<file path="src/rtl/address_split.sv">
// Splits a linear address into (column, row) by BLOCK_SIZE using a
// multi-cycle restoring divider. Results are held until the next operation completes.
module address_split #(
  parameter int DATA_WIDTH = 16,
  parameter int BLOCK_SIZE = 10
) (
  input  logic                    Clk,
  input  logic                    nRst,
  input  logic                    Start,
  input  logic [2*DATA_WIDTH-1:0] Address,
  output logic [DATA_WIDTH-1:0]   OutputX,
  output logic [DATA_WIDTH-1:0]   OutputY,
  output logic                    Overflow,
  output logic                    Ready,
  output logic [1:0]              fsm_state
);

  localparam int AW = 2 * DATA_WIDTH;
  localparam int CW = $clog2(AW) + 1;
  localparam logic [DATA_WIDTH:0] DIVISOR = (DATA_WIDTH + 1)'(BLOCK_SIZE);
  localparam logic [CW-1:0] LAST = CW'(AW - 1);

  typedef enum logic [1:0] {
    IDLE   = 2'd0,
    DIVIDE = 2'd1,
    FINISH = 2'd2
  } state_t;

  state_t state, state_next;

  logic [AW-1:0]       addr_q;
  logic [AW-1:0]       quot_q;
  logic [DATA_WIDTH:0] rem_q;
  logic [CW-1:0]       cnt_q;
  logic [DATA_WIDTH:0] rem_shift;
  logic                fits;

  // One restoring-division step: bring in the next dividend bit (MSB first).
  always_comb begin
    rem_shift = (rem_q << 1) | {{DATA_WIDTH{1'b0}}, addr_q[AW-1]};
    fits      = (rem_shift >= DIVISOR);
  end

  always_comb begin
    state_next = state;
    case (state)
      IDLE:    if (Start) state_next = DIVIDE;
      DIVIDE:  if (cnt_q == LAST) state_next = FINISH;
      FINISH:  state_next = IDLE;
      default: state_next = IDLE;
    endcase
  end

  assign Ready     = (state == IDLE);
  assign fsm_state = state;

  always_ff @(posedge Clk or negedge nRst) begin
    if (!nRst) begin
      state    <= IDLE;
      addr_q   <= '0;
      quot_q   <= '0;
      rem_q    <= '0;
      cnt_q    <= '0;
      OutputX  <= '0;
      OutputY  <= '0;
      Overflow <= 1'b0;
    end else begin
      state <= state_next;
      case (state)
        IDLE: begin
          if (Start) begin
            addr_q <= Address;
            quot_q <= '0;
            rem_q  <= '0;
            cnt_q  <= '0;
          end
        end
        DIVIDE: begin
          addr_q <= addr_q << 1;
          rem_q  <= fits ? (rem_shift - DIVISOR) : rem_shift;
          quot_q <= {quot_q[AW-2:0], fits};
          cnt_q  <= cnt_q + 1'b1;
        end
        FINISH: begin
          // Remainder is always below DIVISOR, so it fits in DATA_WIDTH bits.
          OutputX  <= rem_q[DATA_WIDTH-1:0];
          OutputY  <= quot_q[DATA_WIDTH-1:0];
          Overflow <= |quot_q[AW-1:DATA_WIDTH];
        end
        default: ;
      endcase
    end
  end

endmodule

</file>
<file path="config.mk">
export PLATFORM = sky130hd
export DESIGN_NAME = address_split
export DESIGN_NICKNAME = d
export VERILOG_FILES = /design/src/rtl/address_split.sv
export SDC_FILE = /design/constraint.sdc
export NUM_CORES = 1
export LEC_CHECK = 0
export BUFFER_PORTS_ARGS = -buffer_cell sky130_fd_sc_hd__buf_2
export CAP_MARGIN = 5
export CORE_MARGIN = 1.5
export CORE_UTILIZATION = 34
export DETAILED_ROUTE_END_ITERATION = 7
export GPL_TIMING_DRIVEN = 0
export MAX_ROUTING_LAYER = met4
export PLACE_DENSITY_LB_ADDON = 0.15
export SLEW_MARGIN = 40
export SYNTH_ARGS = -nofsm -noshare
export SYNTH_HDL_FRONTEND = slang
export SYNTH_SLANG_ARGS = --single-unit
</file>
<file path="constraint.sdc">
create_clock -name Clk -period 2.8 [get_ports Clk]
set_input_delay 0.28 -clock Clk [delete_from_list [all_inputs] [get_ports Clk]]
set_output_delay 0.28 -clock Clk [all_outputs]
set_load 0.005 [all_outputs]
</file>
==> qor.csv <==
stage,metric,value,unit
yosys,netlist_area,0.005175,mm^2
floorplan,die_w,126.4,um
sta,fin_worst_skew,0.006247,ns
sta,drv_slew,0,
pwr,p_leak,0.003001,uW
floorplan,fp.dieArea,0.01597,mm^2
final_layout,stdcell_count,732,
final_layout,layout_commonest_cell,dfrtp_1,
clocking,clock_path_buffers,2,
place,portBuffers,70,
global_route,antenna_found_initial,0,
floorplan,die_h,126.4,um
sta,hold_viol,0,
detailed_routing,avgRoutedWirePerCell,16.33,um
sta,worstMarginPinSlew,0.7021,ns
global_route,grt-ovfl-total,0,
yosys,synth_seq_area_share,58.51,%
yosys,yosysWarnings,0,
clocking,cts_buffers,17,
clocking,htreeDepth,4,
outcome,status,completed,
sta,period_minus_slack,2.311,ns
detailed_routing,ant_nets,0,
worst_setup_path,worstPathArrival,2.61,ns
global_route,grt_pass1_wl,20460,um
pwr,p_total,6518,uW
detailed_routing,via_per_inst,5.286,
floorplan,rows,44,
clocking,cts-root-buf,clkbuf_16,
detailed_routing,drc_errors,0,
place,gp_routability_congestion,0.8317,
place,placed_area,0.005793,mm^2
clocking,post_cts_buffers,0,
global_route,grt.total_usage,16.78,%
detailed_routing,first_pass_iters,4,
run,max_cap_viol_count,0,
clocking,clkTransAtPathRegs,0.05,ns
worst_setup_path,path_cells,nor4_4 > nand4_4 > nor4_4 > buf_6 > o21ai_1 > a22o_1,
final_layout,diodes,0,
place,hpwl,8181,um
worst_setup_path,cp-end-kind,flip-flop,
final_layout,drive_above_1_share,26.46,%
worst_setup_path,cp_max_fo,10,
floorplan,start_util,35.21,%
yosys,syn_area_per_cell,11.66,um^2
detailed_routing,routed_wl,11950,um
sta,whs,0.1426,ns
worst_setup_path,crit_type,flip-flop to flip-flop,
detailed_routing,drt_iter0_drc,219,
clocking,insertion_delay,0.41,ns
yosys,synthDistinctLibCells,46,
sta,period_share,82.55,%
detailed_routing,via_count,3869,
hold_path,worstHoldPathType,input port to flip-flop,
global_route,grt_max_degree,72,
global_route,grt_pass1_vias,3978,
sta,max_freq,432.7,MHz
pwr,ir_drop,0.0004279,V
final_layout,finalInstanceArea,0.006387,mm^2
clocking,tritoncts,built,
worst_setup_path,cp_slowest_cell,nor4_4,
worst_setup_path,cpPeakStageDelay,0.49,ns
worst_setup_path,crit_required,3.10,ns
yosys,ys_ff_latch,121,
sta,setup_violations,0,
sta,rsz0062_at_grt,no,
final_layout,nets,572,
floorplan,pin_count,71,
pwr,power_density,1020,mW/mm^2
final_layout,area_growth,23.43,%
final_layout,layout_common_cells,"dfrtp_1, buf_2, nand2_1",
clocking,clock-sinks,121,
worst_setup_path,cpMostUsedCell,nor4_4,
sta,slew-limit-headroom,52.70,%
yosys,syn-instance-count,444,
place,place_inst,699,
worst_setup_path,cp-start-kind,flip-flop,
yosys,syn_nets,481,
floorplan,core,0.01470,mm^2
-- cells in the mapped netlist (all sizes together) --
library cell | n | share of area [%]
and3 | 1 | 0.12
nand4 | 2 | 0.53
and4bb | 1 | 0.24
or4 | 5 | 0.73
a41o | 1 | 0.22
a32oi | 2 | 0.34
buf | 3 | 0.53
a21o | 1 | 0.15
a21oi | 8 | 0.77
dfrtp | 121 | 59
clkdlybuf4s15 | 1 | 0.19
o211ai | 6 | 0.87
o21bai | 1 | 0.15
nand3 | 12 | 1.2
nor3b | 1 | 0.15
or2b | 1 | 0.17
clkbuf | 29 | 2.1
nand2 | 47 | 3.4
a22oi | 31 | 4.5
a41oi | 1 | 0.17
nor4 | 7 | 1.4
nor2b | 9 | 1.1
nand2b | 1 | 0.12
inv | 3 | 0.22
mux2i | 1 | 0.19
xor2 | 5 | 0.85
ha | 2 | 0.48
a22o | 36 | 6.1
nor2 | 9 | 0.65
and2 | 1 | 0.12
or2 | 3 | 0.36
o21ai | 49 | 4.8
o41ai | 5 | 0.99
o21a | 1 | 0.15
a32o | 1 | 0.19
or3 | 2 | 0.27
xnor2 | 1 | 0.17
nor3 | 3 | 0.29
mux2 | 30 | 6.5
-- report_power, final --
part	total (uW)	leakage [uW]	internal [uW]	switching (uW)
clock network	2130	0.000290	1390	736
logic	1550	0.00118	757	788
registers	2840	0.00153	2330	510
total	6520	0.00300	4480	2040
-- state kept, by name, indices dropped and copies added, names as in the netlist --
register / cells
OutputY: 16
fsm_state: 2
Overflow: 1
OutputX: 16
quot_q: 32
rem_q: 16
cnt_q: 6
addr_q: 32
-- metrics by stage --
step	utilization (%)	worst slack, ns	setup TNS, ns
2_1_floorplan	-	0.8232	0
4_1_cts	43.45	0.4532	0
3_3_place_gp	39.16	-0.1696	-18.92
3_5_place_dp	39.41	0.4603	0
6_report	43.45	0.4887	0
5_1_grt	43.45	0.2936	0
-- worst max-delay path, delay by kind of cell (launching register included) --
kind            cells  cell delay, ns
simple gates        3            1.20
flops               1            0.46
compound gates      2            0.30
buf+inv             1            0.23
-- metal layers --
metal / share of wire, % / up-vias / wire [um] / global-route usage [%]
met5: 0 / - / 0 / -
met2: 47 / 71 / 5664 / 25.30
met1: 47 / 1951 / 5620 / 21.65
li1: - / 1832 / - / -
met3: 4.1 / 15 / 489 / 4.808
met4: 1.5 / 0 / 179 / 6.018
-- cell families (layout without fill, tap and decap cells) --
group	count (synthesis)	in the layout	share of synthesized area, %
AO/OA/AOI/OAI	143	143	19.39
flip-flops	121	121	58.51
AND/OR/NAND/NOR	105	105	10.83
buffers and inverters	36	140	3.046
multiplexers	31	31	6.721
XOR/XNOR	6	6	1.015
adder cells (fa/ha/maj)	2	2	0.4835
-- repair_timing --
| item | CTS | global route |
|---|---|---|
| hold buffers | 1 | 0 |
| endpoints found under the hold margin | 50 | 0 |
| resized for setup | 0 | 0 |
-- layout make-up --
type                            count  area, um^2
Fill cell                        1401        8312
Clock inverter                      8       92.59
Multi-Input combinational cell    287        1989
Tap cell                          184       230.2
Buffer                             33       146.4
Sequential cell                   121        3028
Clock buffer                       24       491.7
Timing Repair Buffer               72       397.9
Inverter                            3       11.26
-- worst paths after layout --
check,start,endpoint,slack [ns],cells after the start
worst max-delay path,rem_q[6],rem_q[9],0.49,6
worst min-delay path,Address[0],addr_q[0],0.14,2
worst max register to register,rem_q[6],rem_q[9],0.49,6
worst min register to register,addr_q[19],addr_q[19],0.48,2
max in group asynchronous,nRst,cnt_q[4],1.73,3
min in group asynchronous,nRst,OutputX[5],0.38,2
No activity file was read; power rests on OpenSTA's default activity.
